<file path="src/rtl/instr_pkg.sv">
// Shared field layout for the coprocessor instruction word, used by both the
// host-side encoder and the coprocessor decoder.
// Optional build macro INSTR_PARITY_EN: when defined, bit 31 carries even
// parity over bits 30:0; otherwise bit 31 is always zero.
package instr_pkg;

   localparam int INSTR_W         = 32;

   localparam int OPC_LSB         = 0;
   localparam int OPC_W           = 4;
   localparam int LOC_LSB         = 4;
   localparam int LOC_W           = 6;
   localparam int ID_LSB          = 10;
   localparam int ID_W            = 2;
   localparam int DATA_NARROW_LSB = 12;
   localparam int DATA_WIDE_LSB   = 4;
   localparam int DATA_W          = 16;

   localparam int OPC_WIDE_BIT    = 3;
   localparam int PARITY_BIT      = 31;

   typedef logic [INSTR_W-1:0] instr_t;

   // Packs one field set into an instruction word. The wide format drops the
   // id/location fields and moves the data down next to the opcode.
   function automatic instr_t pack_instr(
      input logic [OPC_W-1:0]  opcode,
      input logic [ID_W-1:0]   id,
      input logic [LOC_W-1:0]  location,
      input logic [DATA_W-1:0] data
   );
      instr_t word;
      word = '0;
      word[OPC_LSB +: OPC_W] = opcode;
      if (opcode[OPC_WIDE_BIT]) begin
         word[DATA_WIDE_LSB +: DATA_W] = data;
      end else begin
         word[LOC_LSB +: LOC_W]           = location;
         word[ID_LSB +: ID_W]             = id;
         word[DATA_NARROW_LSB +: DATA_W]  = data;
      end
`ifdef INSTR_PARITY_EN
      word[PARITY_BIT] = ^word[PARITY_BIT-1:0];
`endif
      return word;
   endfunction

endpackage

</file>
<file path="src/rtl/instr_fifo.sv">
// Generic first-word-fall-through FIFO of packed instruction words with
// occupancy level, full/empty flags and a synchronous flush.
module instr_fifo
   import instr_pkg::*;
#(
   parameter int  DEPTH = 4,
   localparam int AW    = $clog2(DEPTH)
) (
   input  logic         clk,
   input  logic         rst_n,
   input  logic         flush,
   input  logic         push,
   input  instr_t       wr_data,
   input  logic         pop,
   output instr_t       rd_data,
   output logic [AW:0]  level,
   output logic         full,
   output logic         empty
);

   localparam logic [AW:0]   LVL_FULL = (AW+1)'(DEPTH);
   localparam logic [AW:0]   LVL_ONE  = (AW+1)'(1);
   localparam logic [AW-1:0] PTR_ONE  = AW'(1);

   instr_t        mem [DEPTH];
   logic [AW-1:0] wr_ptr_q, wr_ptr_d;
   logic [AW-1:0] rd_ptr_q, rd_ptr_d;
   logic [AW:0]   level_q,  level_d;
   logic          push_ok;
   logic          pop_ok;

   assign full    = (level_q == LVL_FULL);
   assign empty   = (level_q == '0);
   assign level   = level_q;
   assign rd_data = mem[rd_ptr_q];
   assign push_ok = push && !full && !flush;
   assign pop_ok  = pop && !empty && !flush;

   // Next pointer/level: flush wins over any transfer; pointers wrap naturally.
   always_comb begin
      wr_ptr_d = wr_ptr_q;
      rd_ptr_d = rd_ptr_q;
      level_d  = level_q;
      if (flush) begin
         wr_ptr_d = '0;
         rd_ptr_d = '0;
         level_d  = '0;
      end else begin
         if (push_ok) wr_ptr_d = wr_ptr_q + PTR_ONE;
         if (pop_ok)  rd_ptr_d = rd_ptr_q + PTR_ONE;
         case ({push_ok, pop_ok})
            2'b10:   level_d = level_q + LVL_ONE;
            2'b01:   level_d = level_q - LVL_ONE;
            default: level_d = level_q;
         endcase
      end
   end

   // Pointer and level registers, cleared asynchronously.
   always_ff @(posedge clk or negedge rst_n) begin
      if (!rst_n) begin
         wr_ptr_q <= '0;
         rd_ptr_q <= '0;
         level_q  <= '0;
      end else begin
         wr_ptr_q <= wr_ptr_d;
         rd_ptr_q <= rd_ptr_d;
         level_q  <= level_d;
      end
   end

   // Storage array; contents are don't-care until written, so no reset.
   always_ff @(posedge clk) begin
      if (push_ok) begin
         mem[wr_ptr_q] <= wr_data;
      end
   end

endmodule

</file>
<file path="src/rtl/instr_encoder.sv">
// Host-side instruction encoder: packs field sets into 32-bit coprocessor
// words, queues them in an FWFT FIFO and issues them downstream.
// Optional build macro INSTR_PARITY_EN (see instr_pkg) adds a parity bit.
module instr_encoder
   import instr_pkg::*;
#(
   parameter int  DEPTH = 4,
   localparam int AW    = $clog2(DEPTH)
) (
   input  logic         clk,
   input  logic         rst_n,
   input  logic         flush,
   input  logic         in_valid,
   output logic         in_ready,
   input  logic [3:0]   in_opcode,
   input  logic [1:0]   in_id,
   input  logic [5:0]   in_location,
   input  logic [15:0]  in_data,
   output logic         out_valid,
   input  logic         out_ready,
   output logic [31:0]  out_instr,
   output logic [AW:0]  level,
   output logic         overflow,
   output logic [15:0]  issue_count
);

   instr_t       packed_word;
   instr_t       head_word;
   logic         fifo_full;
   logic         fifo_empty;
   logic         overflow_q,    overflow_d;
   logic [15:0]  issue_count_q, issue_count_d;

   assign packed_word = pack_instr(in_opcode, in_id, in_location, in_data);
   assign in_ready    = !fifo_full;
   assign out_valid   = !fifo_empty;
   assign out_instr   = out_valid ? head_word : '0;
   assign overflow    = overflow_q;
   assign issue_count = issue_count_q;

   instr_fifo #(
      .DEPTH (DEPTH)
   ) u_fifo (
      .clk     (clk),
      .rst_n   (rst_n),
      .flush   (flush),
      .push    (in_valid),
      .wr_data (packed_word),
      .pop     (out_ready),
      .rd_data (head_word),
      .level   (level),
      .full    (fifo_full),
      .empty   (fifo_empty)
   );

   // Sticky overflow and issued-word counter; a flush cancels the pop too.
   always_comb begin
      overflow_d    = overflow_q;
      issue_count_d = issue_count_q;
      if (flush) begin
         overflow_d = 1'b0;
      end else begin
         if (in_valid && !in_ready) overflow_d = 1'b1;
         if (out_valid && out_ready) issue_count_d = issue_count_q + 16'd1;
      end
   end

   // Status registers, cleared asynchronously.
   always_ff @(posedge clk or negedge rst_n) begin
      if (!rst_n) begin
         overflow_q    <= 1'b0;
         issue_count_q <= '0;
      end else begin
         overflow_q    <= overflow_d;
         issue_count_q <= issue_count_d;
      end
   end

endmodule

</file>
<file path="config.mk">
export PLATFORM = sky130hd
export DESIGN_NAME = instr_encoder
export DESIGN_NICKNAME = d
export VERILOG_FILES = /design/src/rtl/instr_pkg.sv /design/src/rtl/instr_fifo.sv /design/src/rtl/instr_encoder.sv
export SDC_FILE = /design/constraint.sdc
export NUM_CORES = 1
export LEC_CHECK = 0
export CORE_UTILIZATION = 35
export DETAILED_ROUTE_END_ITERATION = 8
export PLACE_DENSITY = 0.56
export SYNTH_ARGS = -nofsm -noshare
export SYNTH_HDL_FRONTEND = slang
export SYNTH_HIERARCHICAL = 1
export SYNTH_SLANG_ARGS = --single-unit
</file>
<file path="constraint.sdc">
create_clock -name clk -period 6.49 [get_ports clk]
set_clock_uncertainty 0.15 [all_clocks]
set_input_delay 0.9735 -clock clk [delete_from_list [all_inputs] [get_ports clk]]
set_output_delay 0.9735 -clock clk [all_outputs]
set_load 0.02 [all_outputs]
</file>
### After elaboration in Yosys (flattened, before gate mapping)

Memories as Yosys holds them, arrays and structs flattened.
Index checks and enable logic that the tools add are counted.

| word-level totals | value |
|---|---|
| output and inout port bits | 54 |
| input bits | 33 |
| word-level logic and storage cells | 42 |
| bits in registers | 24 |
| memories | 1 |
| bits in writable memories | 112 |

Memories:

| memory | words | bits a word | read ports | clocked after memory_dff | write ports | line | source |
|---|---|---|---|---|---|---|---|
| u_fifo.mem | 4 | 28 | 1 | 0 | 1 | instr_fifo.sv:25 | `instr_t mem [DEPTH];` |

| cells by class | value |
|---|---|
| muxes and demuxes | 13 |
| reduce and logical (&&, ||, !) cells | 14 |
| add/subtract/negate cells | 5 |
| equal/unequal tests | 3 |
| bitwise operators | 1 |

Operator list:

| operator | number |
|---|---|
| 32-bit 2-to-1 mux | 1 |
| 16-bit by 1-bit adder with 16-bit output, second input constant | 1 |
| 16-bit 2-to-1 mux | 1 |
| 2-bit 2-to-1 mux | 4 |
| 8-bit 2-to-1 mux | 1 |
| 3-bit case mux with 2 select lines | 1 |
| 2-bit nonzero test | 3 |
| 1-bit logical AND | 5 |
| 2-bit by 1-bit adder with 2-bit output, second input constant | 2 |
| 1-bit 2-to-1 mux | 4 |
| 3-bit by 1-bit adder with 3-bit output, second input constant | 1 |
| 3-bit equality test, second input constant | 1 |
| 1-bit zero test | 3 |
| 3-bit zero test | 1 |
| 3-bit 2-to-1 mux | 1 |
| 3-bit nonzero test | 1 |
| 3-bit by 1-bit subtractor with 3-bit output, second input constant | 1 |
| 2-bit by 1-bit equality test with 1-bit output, second input constant | 1 |
| 2-bit equality test, second input constant | 1 |
| 2-bit AND reduction | 1 |
| 1-bit inverter | 1 |

### Logic depth before layout (Yosys ltp)

Gate-level depths: netlist of the first run.

| logic depth | value |
|---|---|
| depth after elaboration | 7 |
| gate-level depth with buffers | 9 |
| depth with buffers taken out | 8 |

### By module

The synthesis of the first run kept the hierarchy.

By module, submodules not included:

| module | cells an instance | times used | area each (um2) | seq. area each (um2) |
|---|---|---|---|---|
| instr_fifo | 232 | 1 | 5178.7 | 4018.9 |
| instr_encoder | 125 | 1 | 1208.7 | 425.4 |

### Worst setup path before layout of the first run

No wires, ideal clock.

| timing path | value |
|---|---|
| path kind | input to register |
| start point | input port flush |
| end point | memory u_fifo/mem[0][0] in the netlist's numbering (enable) |
| data arrival time | 2218 ps |
| stages | 3 |
| data required time | 5948 ps |
| buffers on the path | 1 |
| setup slack | 3730 ps |
| cells stage by stage | clkbuf_1 > nor3b_2 > and2_1 |

| between the ends | value |
|---|---|
| longest elaborated chain between the ends | 4 |

Ends and longest elaborated chain:

| item | line | source |
|---|---|---|
| start: declaration | instr_encoder.sv:12 | `input logic flush,` |
| 1-bit zero test | instr_fifo.sv:36 | `assign push_ok = push && !full && !flush;` |
| 1-bit logical AND | instr_fifo.sv:36 |  |
| 1-bit 2-to-1 mux | instr_fifo.sv:74 | `if (push_ok) begin` |
| 1-bit 2-to-1 mux (not written as such) | instr_fifo.sv:75 | `mem[wr_ptr_q] <= wr_data;` |
| end: declaration | instr_fifo.sv:25 |  |

Every way passes these cells.

### Final worst setup path of the first run

| timing path | value |
|---|---|
| start point | register u_fifo.rd_ptr_q[0] |
| end point | output port out_instr[24] |

| between the ends | value |
|---|---|
| longest elaborated chain between the ends | 2 |

Ends and longest elaborated chain:

| item | line | source |
|---|---|---|
| start: declaration | instr_fifo.sv:27 | `logic [AW-1:0] rd_ptr_q, rd_ptr_d;` |
| start signal: assignment | instr_fifo.sv:67 | `rd_ptr_q <= rd_ptr_d;` |
| memory read 4 x 28 bit | n/a |  |
| via head_word[24] | instr_encoder.sv:28 | `instr_t head_word;` |
| 32-bit 2-to-1 mux | instr_encoder.sv:37 | `assign out_instr = out_valid ? head_word : '0;` |
| end: declaration | instr_encoder.sv:21 | `output logic [31:0] out_instr,` |

The timed path passes the listed nets, and every way through them passes these cells.

==> flow_summary_export.csv, run 1 <==
group,metric,value,unit
detailed_routing,drc,0,
grt,grt_max_degree,38,
cts,post_cts_resized,0,
setup_path,end_kind,"output pin",
cts,cts.sinks,152,
hold_path,hold_class,"flip-flop to flip-flop",
sta,rsz0062_at_grt,"no",
sta,finalCritPeriodShare,62.0,%
detailed_routing,drt-pass1-iter-count,4,
logic_synthesis,syn_inst,357,
run,maxCapViolCount,0,
die,io_pins,87,
detailed_routing,routed-via-count,3441,
setup_path,path_class,"flip-flop to output pin",
power,powerDensity,332,nW/um^2
cells_and_area,drive_gt1_share,20.8,%
power,p_comb_share,19.1,%
sta,relSlewSlack,22.2,%
grt,antenna_found_initial,0,
die,initial_core_util,35.7,%
cts,cts.path.max_buffers,2,
logic_synthesis,synth_cell_type_count,44,
cells_and_area,syn_to_final_growth,27.5,%
logic_synthesis,async_reset_ff_share,15.8,%
power,power_leakage,2.77,nW
cells_and_area,layout_commonest_cell,"edfxtp_1",
cts,insertion_delay,0.42,ns
setup_path,critPathArrivalTime,2.90,ns
logic_synthesis,syn_area,6390,sq um
die,core_area,17900,sq um
cts,numCtsBuffers,17,
grt,grt_overflow,0,
logic_synthesis,syn_avg_cell_area,17.9,sq um
setup_path,startpoint_type,"flip-flop",
grt,grt_use_total,14.6,%
placed_design,dp.final_hpwl,7670,um
sta,fin_setup_tns,0,ns
power,p_clk_share,37.7,%
sta,min_period,4.02,ns
detailed_routing,vias_per_cell,4.89,
cells_and_area,final_area,8140,sq um
sta,hold_ws,0.328,ns
outcome,outcome,"complete, no violations",
grt,grt_pass1_wl,19600,um
logic_synthesis,synth_edf_count,128,
cells_and_area,antenna_cells,0,
grt,grt_pass1_vias,3526,
power,ir_worst_vdd,0.000204,V
logic_synthesis,ys.flop_type,"edfxtp_1",
sta,hold_viol,0,
cts,htreeDepth,4,
setup_path,cp.required,5.37,ns
placed_design,portBuffers,86,
detailed_routing,ant_nets,0,
cts,cts_tree,"built",
cells_and_area,nets,501,
sta,finalSetupViolations,0,
power,p_seq_share,43.3,%
sta,tightest_slew,1.16,ns
power,switchingPower,0.713,mW
logic_synthesis,yosysWarnings,6,
die,die_w,137,um
sta,slew_violations,0,
placed_design,place.gp.congestion,0.746,
die,placement_rows,49,
placed_design,dpl_cell_area,7530,sq um
logic_synthesis,seq_area_frac_synth,69.6,%
cts,cts-hold-fix-buffers,0,
cts,path_clk_slew,0.06,ns
die,die_height,137,um
power,p_int,1.99,mW
sta,fmax,249,MHz
die,die-area,18800,sq um
setup_path,crit_fanout,19,
logic_synthesis,ys_ff_latch,152,
detailed_routing,drt_iter0_markers,163,
cts,post-cts-setup-buffers,0,
cts,cts_root_buffer,"clkbuf_16",
cells_and_area,layout_common_cells,"edfxtp_1 (128), clkdlybuf4s50_1 (86), nor2b_1 (37)",
detailed_routing,wl_per_cell,18.1,um
power,sw_frac_of_total,26.4,%
detailed_routing,drt_wl_total,12700,um
critical path, cell delays in order (launching register included):
cell and delay (ns):
dfrtp_2 0.71, buf_4 0.47, mux4_2 0.58, nor2b_1 0.15
clkdlybuf4s50_1 0.55
per-layer routing:
| metal | routed length, um | track usage (%) |
|---|---|---|
| met3 | 620 | 3.93 |
| met4 | 242 | 6.29 |
| met2 | 5990 | 23.3 |
| met1 | 5870 | 18.8 |
| met5 | 0 | 0 |
synthesized netlist by cell type (all sizes together) (2+ instances only):
master,number,share of area [%]
and2,4,0.39
nand4,4,0.39
o22ai,2,0.20
a211oi,2,0.31
mux2,17,3.0
edfxtp,128,60
buf,11,1.2
mux4,32,11
xor2,5,0.69
nand3,4,0.31
ha,5,0.98
o21ai,4,0.31
and2b,3,0.41
xnor2,13,1.8
nand2b,4,0.39
dfrtp,24,9.4
clkbuf,8,0.47
a21oi,3,0.23
nor2,10,0.59
inv,8,0.47
nor2b,37,3.6
nand2,9,0.53
nor3,3,0.23
nor4,2,0.43
final cells by class:
class | instances | area, sq um
inverters | 8 | 30.0
well taps | 229 | 287
clock buffers | 17 | 425
repair buffers | 90 | 891
fillers | 1565 | 9760
flip-flops and latches | 152 | 4450
multi-input cells | 193 | 1870
clock inverters | 15 | 193
registers in the layout, indices dropped and copies added (netlist names):
name and flops:
u_fifo/rd_ptr_q 2, u_fifo/mem 128, overflow 1, u_fifo/wr_ptr_q 2, u_fifo/level 3, issue_count 16
per-stage QoR:
step / util (%) / total power [mW] / setup WS, ns / std cells
floorplan: - / 1.49 / 3.73 / 372
global placement: 42.0 / 1.71 / 2.77 / 672
detailed placement: 42.0 / 1.71 / 2.79 / 672
CTS: 45.5 / 2.73 / 2.32 / 704
global route: 45.5 / 2.81 / 2.25 / 704
finish: 45.5 / 2.70 / 2.47 / 704
kinds of logic (layout without fill, tap and decap cells):
family	Yosys count	after routing	synth area share [%]
XOR/XNOR	18	18	2.47
AND/OR/NAND/NOR	86	86	8.21
multiplexers	50	50	14.4
flip-flops	152	152	69.6
AO/OA/AOI/OAI	17	17	1.82
other	1	16	0.0587
buffers and inverters	27	130	2.14
adder cells (fa/ha/maj)	6	6	1.29
path summary, 6_finish.rpt:
kind	depth (start not counted)	slack (ns)	end	start
max	4	2.47	out_instr[24]	u_fifo/rd_ptr_q[0]$_DFFE_PN0P_
min	1	0.33	issue_count[15]$_DFFE_PN0P_	issue_count[15]$_DFFE_PN0P_
max reg2reg	9	3.66	u_fifo/level[1]$_DFFE_PN0P_	u_fifo/level[0]$_DFFE_PN0P_
min reg2reg	1	0.33	issue_count[15]$_DFFE_PN0P_	issue_count[15]$_DFFE_PN0P_
max in group asynchronous	1	4.40	u_fifo/rd_ptr_q[0]$_DFFE_PN0P_	rst_n
min in group asynchronous	1	1.03	u_fifo/level[1]$_DFFE_PN0P_	rst_n
power by group through the flow:
stage | Clock, mW | Combinational (mW) | Sequential, mW
final | 1.02 | 0.515 | 1.17
after global routing | 1.07 | 0.558 | 1.18
after CTS | 1.04 | 0.525 | 1.17
after detailed placement | 0 | 0.523 | 1.19
after global placement | 0 | 0.519 | 1.19
after floorplan | 0 | 0.300 | 1.19
(Power assumes the default switching activity.)
==> run 2, diff against run 1 <==
==> constraint.sdc (replaced) <==
create_clock -name clk -period 4.2 [get_ports clk]
set_clock_uncertainty 0.15 [all_clocks]
set_input_delay 0.63 -clock clk [delete_from_list [all_inputs] [get_ports clk]]
set_output_delay 0.63 -clock clk [all_outputs]
set_load 0.02 [all_outputs]
==> flow_summary_export.csv, run 2 (same netlist as run 1, synthesis figures left out) <==
group,metric,value,unit
setup_path,worstSetupEndpoint,"out_instr[31]",
sta,finalCritPeriodShare,77.5,%
setup_path,critPathLaunch,"u_fifo/level[0]$_DFFE_PN0P_",
detailed_routing,vias_per_cell,4.73,
detailed_routing,routed-via-count,3356,
setup_path,critPathArrivalTime,2.48,ns
detailed_routing,wl_per_cell,18.0,um
cells_and_area,largest_register_ffs,128,
die,placement_rows,49,
cells_and_area,ff_latch_area,4450,sq um
setup_path,path_class,"flip-flop to output pin",
sta,min_period,3.26,ns
cells_and_area,largest_register,"u_fifo/mem",
cts,post_cts_resized,0,
grt,grt_use_total,14.8,%
cts,post-cts-setup-buffers,0,
hold_path,worstHoldStart,"issue_count[15]$_DFFE_PN0P_",
power,power_leakage,2.78,nW
die,io_pins,87,
cells_and_area,syn_to_final_growth,27.7,%
sta,slew_violations,0,
grt,antenna_found_initial,0,
setup_path,cp.required,3.42,ns
cells_and_area,nets,506,
detailed_routing,drt_iter0_markers,124,
cells_and_area,multi_input_area,1870,sq um
cells_and_area,drive_gt1_share,20.4,%
cells_and_area,layout_common_cells,"edfxtp_1 (128), clkdlybuf4s50_1 (86), nor2b_1 (37)",
cts,numCtsBuffers,17,
cts,insertion_delay,0.42,ns
setup_path,r2r-end,"u_fifo/level[1]$_DFFE_PN0P_",
cts,cts.sinks,152,
die,die_w,137,um
detailed_routing,drt_wl_total,12800,um
detailed_routing,ant_nets,0,
sta,hold_viol,0,
setup_path,reg2reg_depth,9,
cts,cts-hold-fix-buffers,0,
die,core_area,17900,sq um
cells_and_area,layout_commonest_cell,"edfxtp_1",
run,maxCapViolCount,0,
setup_path,crit_fanout,36,
die,die_height,137,um
detailed_routing,drt-pass1-iter-count,4,
setup_path,rr_startpoint,"u_fifo/level[0]$_DFFE_PN0P_",
cells_and_area,antenna_cells,0,
cts,cts.path.max_buffers,2,
sta,relSlewSlack,27.5,%
hold_path,hold_class,"flip-flop to flip-flop",
power,powerDensity,504,nW/um^2
cts,htreeDepth,4,
placed_design,portBuffers,86,
sta,tightest_slew,1.08,ns
cts,path_clk_slew,0.06,ns
die,die-area,18800,sq um
sta,fin_setup_tns,0,ns
cts,cts_tree,"built",
setup_path,end_kind,"output pin",
detailed_routing,drc,0,
sta,fmax,307,MHz
outcome,outcome,"complete, no violations",
die,initial_core_util,35.7,%
sta,rsz0062_at_grt,"no",
sta,finalSetupViolations,0,
grt,grt_overflow,0,
placed_design,dp.final_hpwl,8240,um
grt,grt_pass1_wl,19800,um
grt,grt_max_degree,37,
setup_path,r2r_setup_slack,1.34,ns
cts,cts_root_buffer,"clkbuf_16",
power,ir_worst_vdd,0.000351,V
sta,hold_ws,0.338,ns
grt,grt_pass1_vias,3542,
setup_path,startpoint_type,"flip-flop",
placed_design,place.gp.congestion,0.729,
cells_and_area,n_fill_cell,1583,
## run 2: changes by cell type in the layout (fill, tap and decap cells not counted), sizes merged
| cell | delta |
|---|---|
| inv | -4 |
| clkinvlp | -1 |
| clkinv | -1 |
| buf | +5 |
| clkbuf | +6 |
## run 2: layout make-up
cell class,instances,area share [%]
Clock inverter,9,1.53
Multi-Input combinational cell,193,23.0
Inverter,8,0.368
Clock buffer,23,5.61
Timing Repair Buffer,95,11.5
Tap cell,229,3.51
Sequential cell,152,54.5
## run 2: worst min path at each step
stage	slack (ns)	end	cells after the start
finish	0.34	issue_count[15]$_DFFE_PN0P_	1
CTS	0.34	issue_count[15]$_DFFE_PN0P_	1
floorplan	0.18	issue_count[0]$_DFFE_PN0P_	0
global placement	0.32	issue_count[15]$_DFFE_PN0P_	1
detailed placement	0.33	issue_count[15]$_DFFE_PN0P_	1
global route	0.36	issue_count[15]$_DFFE_PN0P_	1
## run 2: worst max-delay path: stages, from the launching register on
cell and delay (ns):
dfrtp_1 0.55, nor3_2 0.27, buf_4 0.41, and2b_2 0.27
clkdlybuf4s50_1 0.53
## run 2: report_power, final
part	switching, mW	total, mW	internal [mW]
Clock	0.553	1.50	0.947
Sequential	0.0614	1.79	1.73
Combinational	0.416	0.822	0.406
Total	1.03	4.11	3.08
## run 2: metal layers
layer | vias up | GRT usage (%) | share of wire, %
met5 | - | 0 | 0
met4 | 0 | 4.88 | 0.74
met3 | 8 | 4.74 | 5.9
met2 | 95 | 24.6 | 50
met1 | 1687 | 18.3 | 43
li1 | 1566 | - | -
## run 2: per-stage QoR
stage	std cells	util, %	total power, mW	cell area [sq um]	setup slack, ns
6_report	709	45.6	4.11	8160	0.944
5_1_grt	709	45.6	4.28	8160	0.813
4_1_cts	709	45.6	4.16	8160	0.901
3_5_place_dp	677	42.3	2.66	7580	1.18
3_3_place_gp	677	42.3	2.65	7580	1.22
2_1_floorplan	372	-	2.30	6440	1.63
==> run 3, diff against run 2 <==
==> constraint.sdc (replaced) <==
create_clock -name clk -period 3.25 [get_ports clk]
set_clock_uncertainty 0.15 [all_clocks]
set_input_delay 0.4875 -clock clk [delete_from_list [all_inputs] [get_ports clk]]
set_output_delay 0.4875 -clock clk [all_outputs]
set_load 0.02 [all_outputs]
==> flow_summary_export.csv, run 3 (same netlist as run 1, synthesis figures left out) <==
group,metric,value,unit
outcome,outcome,"complete, no violations",
setup_path,cp.required,2.61,ns
detailed_routing,drt-pass1-iter-count,4,
grt,grt_pass1_vias,3626,
grt,grt_use_total,15.2,%
grt,use_met3,4.37,%
placed_design,dpl_cell_area,7680,sq um
cells_and_area,layout_commonest_cell,"edfxtp_1",
placed_design,dp.final_hpwl,8180,um
power,p_comb_share,20.8,%
cells_and_area,n_fill_cell,1533,
die,core_area,17900,sq um
sta,hold_viol,0,
sta,fin_setup_tns,0,ns
power,p_seq_share,43.7,%
die,die-area,18800,sq um
sta,finalSetupViolations,0,
power,powerDensity,642,nW/um^2
grt,antenna_found_initial,0,
grt,grt_overflow,0,
detailed_routing,wl_per_cell,18.4,um
cts,htreeDepth,4,
power,p_clk_share,35.6,%
cells_and_area,drive_gt1_share,22.3,%
cells_and_area,multi_input_area,1880,sq um
grt,grt_pass1_wl,20200,um
power,sw_frac_of_total,27.3,%
cells_and_area,utilization,46.1,%
cells_and_area,syn_to_final_growth,29.2,%
cells_and_area,layout_common_cells,"edfxtp_1 (128), clkdlybuf4s50_1 (86), nor2b_1 (37)",
sta,min_period,3.05,ns
detailed_routing,drt_wl_total,13100,um
grt,grt_use_met1,20.6,%
cts,cts_tree,"built",
placed_design,portBuffers,86,
cts,numCtsBuffers,17,
power,p_total,5.30,mW
setup_path,startpoint_type,"flip-flop",
sta,rsz0062_at_grt,"no",
setup_path,crit_fanout,7,
detailed_routing,drt_iter0_markers,206,
grt,busiest_layer,"met2",
setup_path,crit_family,"buffers and inverters",
detailed_routing,drc,0,
power,ir_worst_vdd,0.000395,V
sta,fmax,328,MHz
setup_path,path_class,"flip-flop to output pin",
setup_path,cpMaxStageDelayCell,"clkdlybuf4s50_1",
power,switchingPower,1.45,mW
cells_and_area,antenna_cells,0,
cts,cts_root_buffer,"clkbuf_16",
setup_path,critPathArrivalTime,2.41,ns
power,p_int,3.85,mW
cells_and_area,ff_latch_area,4450,sq um
cts,insertion_delay,0.42,ns
die,die_height,137,um
cells_and_area,nets,511,
run,maxCapViolCount,0,
setup_path,slowest_delay,0.53,ns
detailed_routing,ant_nets,0,
setup_path,end_kind,"output pin",
grt,grt_max_degree,34,
grt,use_met2,23.3,%
die,die_w,137,um
die,placement_rows,49,
cts,cts.sinks,152,
cts,cts-hold-fix-buffers,0,
cells_and_area,final_area,8260,sq um
setup_path,crit_chain,"buf_4 -> mux4_2 -> and2b_2 -> clkdlybuf4s50_1",
cells_and_area,largest_register,"u_fifo/mem",
detailed_routing,vias_per_cell,4.90,
detailed_routing,routed-via-count,3500,
cells_and_area,largest_register_ffs,128,
setup_path,path_buf_inv,2,
hold_path,hold_class,"input pin to async pin",
cts,path_clk_slew,0.06,ns
die,initial_core_util,35.7,%
sta,finalCritPeriodShare,93.7,%
cts,cts.path.max_buffers,2,
power,power_leakage,2.82,nW
sta,slew_violations,0,
die,io_pins,87,
placed_design,place.gp.congestion,0.749,
==> run 3: power groups by stage <==
stage               Sequential (mW)  Clock [mW]  Combinational (mW)
floorplan                      2.37           0               0.600
global placement               2.35           0                1.11
detailed placement             2.35           0                1.11
CTS                            2.31        1.93                1.12
global route                   2.33        2.01                1.19
finish                         2.31        1.89                1.10
==> run 3: repair_timing <==
item,in CTS,in global routing
gates resized for setup,0,3
buffers inserted,0,0
endpoints found under the setup margin,0,12
==> run 3: metal layers <==
metal  wire length [um]  vias to the layer above
met4                145                        0
met3                709                       14
met2               6130                      108
li1                   -                     1583
met1               6120                     1795
met5                  0                        -
==> run 3: stage by stage <==
step                      worst slack (ns)  hold WS [ns]  std cells
after global placement               0.522         0.317        682
after detailed placement             0.471         0.325        682
after CTS                           0.0331         0.284        714
after global routing                0.0684         0.312        714
final                                0.204         0.285        714
after floorplan                      0.675        0.0419        372
==> run 3: final timing paths <==
kind | slack, ns | cells after the start | end | startpoint
setup / recovery | 0.20 | 4 | out_instr[31] | u_fifo/rd_ptr_q[0]$_DFFE_PN0P_
hold / removal | 0.28 | 2 | u_fifo/level[1]$_DFFE_PN0P_ | rst_n
setup reg to reg | 0.60 | 8 | u_fifo/level[1]$_DFFE_PN0P_ | u_fifo/level[1]$_DFFE_PN0P_
hold reg to reg | 0.34 | 1 | issue_count[15]$_DFFE_PN0P_ | issue_count[15]$_DFFE_PN0P_
max in group asynchronous | 2.39 | 2 | u_fifo/rd_ptr_q[0]$_DFFE_PN0P_ | rst_n
min in group clk | 0.34 | 1 | issue_count[15]$_DFFE_PN0P_ | issue_count[15]$_DFFE_PN0P_
==> run 3: final cells by class <==
class	count	area share, %
well taps	229	3.47
flip-flops and latches	152	53.8
inverters	8	0.364
clock inverters	15	1.70
multi-input cells	193	22.8
repair buffers	100	12.7
clock buffers	17	5.15
